===== src/rtl/alsu_pkg.sv =====
// Shared definitions for the ALSU command sequencer: opcodes, cmd_flags bit
// positions and the issue FSM state encoding.
package alsu_pkg;

  localparam logic [2:0] OP_AND       = 3'b000;
  localparam logic [2:0] OP_XOR       = 3'b001;
  localparam logic [2:0] OP_ADD       = 3'b010;
  localparam logic [2:0] OP_MULT      = 3'b011;
  localparam logic [2:0] OP_SHIFT     = 3'b100;
  localparam logic [2:0] OP_ROTATE    = 3'b101;
  localparam logic [2:0] OP_INVALID_6 = 3'b110;
  localparam logic [2:0] OP_INVALID_7 = 3'b111;

  // cmd_flags is {cin, SI, sh_left, red_op_A, red_op_B, pass_A, pass_B}
  localparam int FLAG_CIN      = 6;
  localparam int FLAG_SI       = 5;
  localparam int FLAG_SH_LEFT  = 4;
  localparam int FLAG_RED_OP_A = 3;
  localparam int FLAG_RED_OP_B = 2;
  localparam int FLAG_PASS_A   = 1;
  localparam int FLAG_PASS_B   = 0;

  typedef enum logic [1:0] {
    ST_IDLE  = 2'd0,
    ST_ISSUE = 2'd1,
    ST_HOLD  = 2'd2
  } seq_state_e;

  function automatic logic is_shift_op(input logic [2:0] op);
    return (op == OP_SHIFT) || (op == OP_ROTATE);
  endfunction

endpackage


===== src/rtl/alsu_cmd_seq_if.sv =====
// Bundle of the command-side handshake and the ALSU-side outputs of the
// sequencer; the sequencer uses the slave view, its driver the master view.
interface alsu_cmd_seq_if #(
  parameter int BITS  = 3,
  parameter int DEPTH = 4,
  parameter int CNT_W = 4
);

  localparam int CW = $clog2(DEPTH) + 1;

  logic             flush;
  logic             cmd_valid;
  logic             cmd_ready;
  logic [2:0]       cmd_opcode;
  logic [BITS-1:0]  cmd_A;
  logic [BITS-1:0]  cmd_B;
  logic [6:0]       cmd_flags;
  logic [CNT_W-1:0] cmd_rpt;

  logic [2:0]       opcode;
  logic [BITS-1:0]  A;
  logic [BITS-1:0]  B;
  logic             cin;
  logic             SI;
  logic             sh_left;
  logic             red_op_A;
  logic             red_op_B;
  logic             pass_A;
  logic             pass_B;
  logic             issue_valid;
  logic             busy;
  logic [CW-1:0]    fifo_count;

  modport slave (
    input  flush, cmd_valid, cmd_opcode, cmd_A, cmd_B, cmd_flags, cmd_rpt,
    output cmd_ready, opcode, A, B, cin, SI, sh_left, red_op_A, red_op_B,
           pass_A, pass_B, issue_valid, busy, fifo_count
  );

  modport master (
    output flush, cmd_valid, cmd_opcode, cmd_A, cmd_B, cmd_flags, cmd_rpt,
    input  cmd_ready, opcode, A, B, cin, SI, sh_left, red_op_A, red_op_B,
           pass_A, pass_B, issue_valid, busy, fifo_count
  );

endinterface


===== src/rtl/alsu_cmd_fifo.sv =====
// Synchronous command FIFO with flush; the head entry is visible on o_dout
// without a read latency so the sequencer can load it on the pop edge.
module alsu_cmd_fifo #(
  parameter int WIDTH = 8,
  parameter int DEPTH = 4
) (
  input  logic                   clk,
  input  logic                   rst,
  input  logic                   i_flush,
  input  logic                   i_push,
  input  logic                   i_pop,
  input  logic [WIDTH-1:0]       i_din,
  output logic [WIDTH-1:0]       o_dout,
  output logic [$clog2(DEPTH):0] o_count,
  output logic                   o_full,
  output logic                   o_empty
);

  localparam int AW = $clog2(DEPTH);
  localparam logic [AW:0] FULL_LEVEL = (AW+1)'(DEPTH);

  logic [WIDTH-1:0] r_mem [DEPTH];
  logic [AW-1:0]    r_wr_ptr;
  logic [AW-1:0]    r_rd_ptr;
  logic [AW:0]      r_count;
  logic             w_do_push;
  logic             w_do_pop;

  assign w_do_push = i_push && !o_full  && !i_flush;
  assign w_do_pop  = i_pop  && !o_empty && !i_flush;

  always_ff @(posedge clk) begin
    if (w_do_push) r_mem[r_wr_ptr] <= i_din;
  end

  // Pointers are DEPTH-sized power-of-two counters, so they wrap on their own
  always_ff @(posedge clk or posedge rst) begin
    if (rst) begin
      r_wr_ptr <= '0;
      r_rd_ptr <= '0;
      r_count  <= '0;
    end else if (i_flush) begin
      r_wr_ptr <= '0;
      r_rd_ptr <= '0;
      r_count  <= '0;
    end else begin
      if (w_do_push) r_wr_ptr <= r_wr_ptr + 1'b1;
      if (w_do_pop)  r_rd_ptr <= r_rd_ptr + 1'b1;
      case ({w_do_push, w_do_pop})
        2'b10:   r_count <= r_count + 1'b1;
        2'b01:   r_count <= r_count - 1'b1;
        default: r_count <= r_count;
      endcase
    end
  end

  assign o_dout  = r_mem[r_rd_ptr];
  assign o_count = r_count;
  assign o_full  = (r_count == FULL_LEVEL);
  assign o_empty = (r_count == '0);

endmodule


===== src/rtl/alsu_cmd_seq.sv =====
// Queues ALSU commands and plays them onto registered ALSU inputs, holding
// shift/rotate commands for cmd_rpt extra cycles.
module alsu_cmd_seq #(
  parameter int BITS  = 3,
  parameter int DEPTH = 4,
  parameter int CNT_W = 4
) (
  input  logic         clk,
  input  logic         rst,
  alsu_cmd_seq_if.slave bus
);

  import alsu_pkg::*;

  localparam int CW = $clog2(DEPTH) + 1;

  typedef struct packed {
    logic [2:0]       opcode;
    logic [BITS-1:0]  a;
    logic [BITS-1:0]  b;
    logic [6:0]       flags;
    logic [CNT_W-1:0] rpt;
  } cmd_t;

  seq_state_e       r_state;
  seq_state_e       w_next_state;
  cmd_t             r_cmd;
  cmd_t             w_head;
  cmd_t             w_in_cmd;
  logic [CNT_W-1:0] r_cnt;
  logic [CNT_W-1:0] w_cnt_next;
  logic             w_push;
  logic             w_pop;
  logic             w_clear;
  logic             w_advance;
  logic             w_full;
  logic             w_empty;
  logic             w_issue_valid;
  logic [CW-1:0]    w_count;

  assign w_in_cmd = '{opcode: bus.cmd_opcode, a: bus.cmd_A, b: bus.cmd_B,
                      flags: bus.cmd_flags, rpt: bus.cmd_rpt};
  assign bus.cmd_ready = !rst && !w_full;
  assign w_push = bus.cmd_valid && bus.cmd_ready && !bus.flush;

  alsu_cmd_fifo #(
    .WIDTH ($bits(cmd_t)),
    .DEPTH (DEPTH)
  ) u_fifo (
    .clk     (clk),
    .rst     (rst),
    .i_flush (bus.flush),
    .i_push  (w_push),
    .i_pop   (w_pop),
    .i_din   (w_in_cmd),
    .o_dout  (w_head),
    .o_count (w_count),
    .o_full  (w_full),
    .o_empty (w_empty)
  );

  always_ff @(posedge clk or posedge rst) begin
    if (rst) r_state <= ST_IDLE;
    else     r_state <= w_next_state;
  end

  // IDLE, the end of a plain ISSUE and the last HOLD cycle all share one
  // "advance" path: take the next queued command or fall back to idle.
  always_comb begin
    w_next_state = r_state;
    w_cnt_next   = r_cnt;
    w_pop        = 1'b0;
    w_clear      = 1'b0;
    w_advance    = 1'b0;
    if (bus.flush) begin
      w_next_state = ST_IDLE;
      w_cnt_next   = '0;
      w_clear      = 1'b1;
    end else begin
      unique case (r_state)
        ST_IDLE:  w_advance = 1'b1;
        ST_ISSUE: begin
          if (is_shift_op(r_cmd.opcode) && (r_cmd.rpt != '0)) begin
            w_cnt_next   = r_cmd.rpt;
            w_next_state = ST_HOLD;
          end else begin
            w_advance = 1'b1;
          end
        end
        ST_HOLD: begin
          if (r_cnt > CNT_W'(1)) w_cnt_next = r_cnt - CNT_W'(1);
          else                   w_advance  = 1'b1;
        end
        default: w_advance = 1'b1;
      endcase
      if (w_advance) begin
        w_cnt_next = '0;
        if (!w_empty) begin
          w_pop        = 1'b1;
          w_next_state = ST_ISSUE;
        end else begin
          w_clear      = 1'b1;
          w_next_state = ST_IDLE;
        end
      end
    end
  end

  always_ff @(posedge clk or posedge rst) begin
    if (rst) begin
      r_cmd <= '0;
      r_cnt <= '0;
    end else begin
      r_cnt <= w_cnt_next;
      if (w_pop)        r_cmd <= w_head;
      else if (w_clear) r_cmd <= '0;
    end
  end

  assign w_issue_valid   = (r_state != ST_IDLE);
  assign bus.issue_valid = w_issue_valid;
  assign bus.busy        = !w_empty || w_issue_valid;
  assign bus.fifo_count  = w_count;
  assign bus.opcode      = r_cmd.opcode;
  assign bus.A           = r_cmd.a;
  assign bus.B           = r_cmd.b;
  assign bus.cin         = r_cmd.flags[FLAG_CIN];
  assign bus.SI          = r_cmd.flags[FLAG_SI];
  assign bus.sh_left     = r_cmd.flags[FLAG_SH_LEFT];
  assign bus.red_op_A    = r_cmd.flags[FLAG_RED_OP_A];
  assign bus.red_op_B    = r_cmd.flags[FLAG_RED_OP_B];
  assign bus.pass_A      = r_cmd.flags[FLAG_PASS_A];
  assign bus.pass_B      = r_cmd.flags[FLAG_PASS_B];

endmodule

===== src/flat_wrapper.sv =====
// flat-port wrapper written by rule: the top's interface ports become plain ports
module alsu_cmd_seq_flat import alsu_pkg::*;
#(
  parameter int BITS  = 3,
  parameter int DEPTH = 4,
  parameter int CNT_W = 4
)
  (clk, rst, bus_flush, bus_cmd_valid, bus_cmd_opcode, bus_cmd_A, bus_cmd_B, bus_cmd_flags, bus_cmd_rpt, bus_cmd_ready, bus_opcode, bus_A, bus_B, bus_cin, bus_SI, bus_sh_left, bus_red_op_A, bus_red_op_B, bus_pass_A, bus_pass_B, bus_issue_valid, bus_busy, bus_fifo_count);
  alsu_cmd_seq_if #(.BITS(BITS), .DEPTH(DEPTH), .CNT_W(CNT_W)) bus_i ();
  input  logic clk;
  input  logic rst;
  input wire logic [$bits(bus_i.flush)-1:0] bus_flush;
  input wire logic [$bits(bus_i.cmd_valid)-1:0] bus_cmd_valid;
  input wire logic [$bits(bus_i.cmd_opcode)-1:0] bus_cmd_opcode;
  input wire logic [$bits(bus_i.cmd_A)-1:0] bus_cmd_A;
  input wire logic [$bits(bus_i.cmd_B)-1:0] bus_cmd_B;
  input wire logic [$bits(bus_i.cmd_flags)-1:0] bus_cmd_flags;
  input wire logic [$bits(bus_i.cmd_rpt)-1:0] bus_cmd_rpt;
  output wire logic [$bits(bus_i.cmd_ready)-1:0] bus_cmd_ready;
  output wire logic [$bits(bus_i.opcode)-1:0] bus_opcode;
  output wire logic [$bits(bus_i.A)-1:0] bus_A;
  output wire logic [$bits(bus_i.B)-1:0] bus_B;
  output wire logic [$bits(bus_i.cin)-1:0] bus_cin;
  output wire logic [$bits(bus_i.SI)-1:0] bus_SI;
  output wire logic [$bits(bus_i.sh_left)-1:0] bus_sh_left;
  output wire logic [$bits(bus_i.red_op_A)-1:0] bus_red_op_A;
  output wire logic [$bits(bus_i.red_op_B)-1:0] bus_red_op_B;
  output wire logic [$bits(bus_i.pass_A)-1:0] bus_pass_A;
  output wire logic [$bits(bus_i.pass_B)-1:0] bus_pass_B;
  output wire logic [$bits(bus_i.issue_valid)-1:0] bus_issue_valid;
  output wire logic [$bits(bus_i.busy)-1:0] bus_busy;
  output wire logic [$bits(bus_i.fifo_count)-1:0] bus_fifo_count;
  assign bus_i.flush = bus_flush;
  assign bus_i.cmd_valid = bus_cmd_valid;
  assign bus_i.cmd_opcode = bus_cmd_opcode;
  assign bus_i.cmd_A = bus_cmd_A;
  assign bus_i.cmd_B = bus_cmd_B;
  assign bus_i.cmd_flags = bus_cmd_flags;
  assign bus_i.cmd_rpt = bus_cmd_rpt;
  assign bus_cmd_ready = bus_i.cmd_ready;
  assign bus_opcode = bus_i.opcode;
  assign bus_A = bus_i.A;
  assign bus_B = bus_i.B;
  assign bus_cin = bus_i.cin;
  assign bus_SI = bus_i.SI;
  assign bus_sh_left = bus_i.sh_left;
  assign bus_red_op_A = bus_i.red_op_A;
  assign bus_red_op_B = bus_i.red_op_B;
  assign bus_pass_A = bus_i.pass_A;
  assign bus_pass_B = bus_i.pass_B;
  assign bus_issue_valid = bus_i.issue_valid;
  assign bus_busy = bus_i.busy;
  assign bus_fifo_count = bus_i.fifo_count;
  alsu_cmd_seq #(.BITS(BITS), .DEPTH(DEPTH), .CNT_W(CNT_W)) u_core (.clk(clk), .rst(rst), .bus(bus_i));
endmodule

===== config.mk =====
export PLATFORM = sky130hd
export DESIGN_NAME = alsu_cmd_seq_flat
export DESIGN_NICKNAME = d
export VERILOG_FILES = /design/src/rtl/alsu_pkg.sv /design/src/rtl/alsu_cmd_seq_if.sv /design/src/rtl/alsu_cmd_fifo.sv /design/src/rtl/alsu_cmd_seq.sv /design/src/flat_wrapper.sv
export SDC_FILE = /design/constraint.sdc
export NUM_CORES = 1
export LEC_CHECK = 0
export BUFFER_PORTS_ARGS = -buffer_cell sky130_fd_sc_hd__clkbuf_2
export CAP_MARGIN = 20
export CORE_MARGIN = 2
export CORE_UTILIZATION = 25
export CTS_CLUSTER_DIAMETER = 150
export DETAILED_ROUTE_END_ITERATION = 7
export MAX_ROUTING_LAYER = met4
export SYNTH_ARGS = -nofsm -noshare
export SYNTH_HDL_FRONTEND = slang
export SYNTH_HIERARCHICAL = 1
export SYNTH_SLANG_ARGS = --single-unit

===== constraint.sdc =====
create_clock -name clk -period 4.7 [get_ports clk]
set_input_delay 0.47 -clock clk [delete_from_list [all_inputs] [get_ports clk]]
set_output_delay 0.47 -clock clk [all_outputs]
set_load 0.005 [all_outputs]

==> summary.md <==
| Metric | Value |
|---|---|
| Status | complete, no violations |
| Post_cts resized | 0 |
| First-pass GRT wire length | 15200 µm |
| Netlist cell types | 52 |
| Worst-skew pair later-pin latency | 410 ps |
| I/O pin count | 46 |
| Drt drc | 0 |
| Internal power | 1.88 mW |
| Clock Power Share | 52.3% |
| Layout area overhead | 21.5% |
| Commonest non-fill, non-tap cell in the layout | edfxtp_1 |
| Total CTS buffers | 17 |
| Setup Buffers After CTS | 0 |
| Total Routing Usage GR | 10.5% |
| Clock Pin Slew Worst Setup and Hold Paths | 60 ps |
| Total core area | 18700 µm² |
| CP delay by family, top | simple AND/OR/NAND/NOR gates |
| Max H-tree Level | 4 |
| Top-area cell type share of the netlist area | 50.6% |
| Max Root-Sink Buffers | 2 |
| Number of core rows | 50 |
| Crit path cell chain | inv_1, ha_1, or3b_1, or2_4, a311oi_4, o31ai_2, nor3_1, fa_1, nor2_1, a211oi_1 |
| Post-route ant nets | 0 |
| Worst-case reg-to-reg path depth | 10 |
| WL final | 9720 µm |
| CTS sink cnt | 113 |
| R2r endpoint | u_core/u_fifo/o_count[1] |
| Worst EP required | 4980 ps |
| Seq pwr share | 45.7% |
| Nets | 362 |
| Worst path slowest cell | a311oi_4 |
| Worst r2r src | u_core/r_state[0] |
| CP Class | flip-flop to flip-flop |
| Number of synthesized register bits | 113 |
| Yosys top cell by area | edfxtp_1 |
| Root Driver | clkbuf_16 |
| Sw Share | 20.5% |
| Final setup viols | 0 |
| Util after Layout | 30.9% |
| Die Span X | 142 µm |
| GRT overflow | 0 |
| Pwr per Cell Area | 409 nW/µm² |
| Buf/Inv on CP | 1 |
| Ys async rst share | 29.2% |
| Synth Flop Type | edfxtp_1 |
| Measured slew at the worst slew-check pin | 1100 ps |
| Psw | 0.484 mW |
| CTS tree | yes |
| Initial core utilization | 25.4% |
| Via/cell ratio | 4.51 |
| Crit start category | flip-flop |
| Vias | 2595 |
| Final Hold Vio Count | 0 |
| Yosys warnings | 6 |
| IO buf count | 45 |
| Sequential cell area fraction in the yosys report | 67.9% |
| Syn_nets | 315 |
| Leak Pwr | 2.16 nW |
| Top post-synthesis cells by area | edfxtp_1 (51%), dfrtp_1 (17%), mux4_2 (9.5%) |
| Comb pwr share | 2.0% |
| Post-Syn Instances | 281 |
| Crit Path Max Fanout | 14 |
| Syn_area_per_cell | 16.9 µm² |
| Syn Std Cell Area | 4750 µm² |
| Setup TNS | 0 ps |
| Pins over their slew limit | 0 |
| Die area | 20100 µm² |
| Post-detail-place hpwl | 5900 µm |
| Most frequent cells in the layout | edfxtp_1 (80), clkbuf_2 (45), dfrtp_1 (33), mux4_2 (20), clkbuf_16 (17) |
| Max transition margin | 26.7% |
| Hold_buf cts | 0 |
| Worst Path Arrival | 3660 ps |
| DR pass1 iterations | 4 |
| Final instance area | 5770 µm² |
| Worst hold path type | input port to asynchronous set/reset pin |
| Placed cell areas | 5140 µm² |
| Skew final | 9.99 ps |
| CP peak stage delay | 600 ps |
| Number of global-route vias before repair | 2744 |
| Ant. Diodes | 0 |
| EDFF count, synth | 80 |
| Placer Congestion | 0.779 |
| Crit. End Element | flip-flop |
| Maximum capacitance violations | 0 |
| Max rail drop VDD | 0.000283 V |
| Tmin final | 3380 ps |
| Die Height | 142 µm |
| Flop-to-flop setup slack | 1320 ps |
| Routed WL per cell | 16.9 µm |
| Largest net degree at the start of global routing | 27 |
| RSZ-0062 raised after global routing | false |
| Initial antenna violation count | 0 |
| DRT iter0 DRCs | 168 |
| Final Cycle Share | 71.9% |
| Highest clock rate | 296 MHz |
| Layout cell share with drive strength beyond 1 | 36.1% |
[flip-flops by register name (all words and copies together), names as in the netlist]
name	cells
u_core/u_fifo/r_mem	80
u_core/r_cmd	4
u_core/r_cnt	4
u_core/bus.A	3
u_core/bus.B	3
u_core/bus.opcode	3
u_core/u_fifo/o_count	3
u_core/r_state	2
u_core/u_fifo/r_rd_ptr	2
u_core/u_fifo/r_wr_ptr	2
u_core/bus.SI	1
u_core/bus.cin	1
u_core/bus.pass_A	1
u_core/bus.pass_B	1
u_core/bus.red_op_A	1
u_core/bus.red_op_B	1
u_core/bus.sh_left	1
[worst register-to-register path, delay by kind of cell (launching register included)]
kind,cells,cell delay [ps]
flops,1,400
simple gates,4,1090
compound gates,3,850
buf+inv,1,90
fa+ha+maj,2,840
[Yosys cell counts, drive strengths merged, types with 4 or more instances]
library cell and n:
nor2 9, ha 9, inv 13, o21ai 8, edfxtp 80, buf 21, nand2 6, nor3 4
a21oi 6, a22o 20, dfrtp 33, mux4 20, and2 4, clkbuf 4
[metal layers]
metal | wire [µm] | vias to the layer above | GRT usage, % | part of all wire (%)
li1 | - | 1180 | - | -
met5 | 0 | - | - | 0
met1 | 4360 | 1320 | 12.9 | 45
met4 | 175 | 0 | 4.68 | 1.8
met3 | 425 | 17 | 2.87 | 4.4
met2 | 4760 | 78 | 16.4 | 49
[final cells by class]
cell class	instances	area (µm²)
Fill cell	1807	12900
Inverter	13	48.8
Sequential cell	113	3230
Tap cell	234	293
Clock inverter	12	133
Clock buffer	20	437
Multi-Input combinational cell	130	1310
Timing Repair Buffer	53	320
[worst max path at each step]
stage	startpoint	endpoint	slack [ps]	cells past startpoint
after floorplan	u_core/r_state[0]	u_core/u_fifo/o_count[1]	1740	12
after global placement	u_core/r_state[0]	u_core/u_fifo/o_count[1]	1510	10
after detailed placement	u_core/r_state[0]	u_core/u_fifo/o_count[1]	1380	10
after CTS	u_core/r_state[0]	u_core/u_fifo/o_count[1]	1370	10
after global routing	u_core/r_state[0]	u_core/u_fifo/o_count[1]	1090	10
final	u_core/r_state[0]	u_core/u_fifo/o_count[1]	1320	10
[power by group through the flow]
| stage | sequential (mW) | clock [mW] | combinational (mW) |
|---|---|---|---|
| 6_report | 1.08 | 1.23 | 0.0467 |
| 5_1_grt | 1.08 | 1.30 | 0.0528 |
| 4_1_cts | 1.08 | 1.25 | 0.0461 |
| 3_5_place_dp | 1.10 | 0 | 0.0459 |
| 3_3_place_gp | 1.10 | 0 | 0.0437 |
| 2_1_floorplan | 1.10 | 0 | 0.0209 |
[kinds of logic (layout without fill, tap and decap cells)]
logic type               after synthesis  count (layout)  share of synthesized area, %
AO/OA/AOI/OAI                         49              49                          8.64
flip-flops                           113             113                          67.9
multiplexers                          21              21                          9.72
XOR/XNOR                               4               4                         0.738
buffers and inverters                 38              98                          4.50
adder cells (fa/ha/maj)               10              10                          2.79
AND/OR/NAND/NOR                       46              46                          5.66
[metrics by stage]
step	setup slack (ps)	hold slack (ps)	cells	total power, mW
after detailed placement	1380	475	540	1.14
after global routing	1090	44.0	575	2.43
after floorplan	1740	273	281	1.12
after global placement	1510	464	540	1.14
final	1320	36.3	575	2.36
after CTS	1370	38.6	572	2.38
Note: power is estimated with default switching activity, not from simulation.
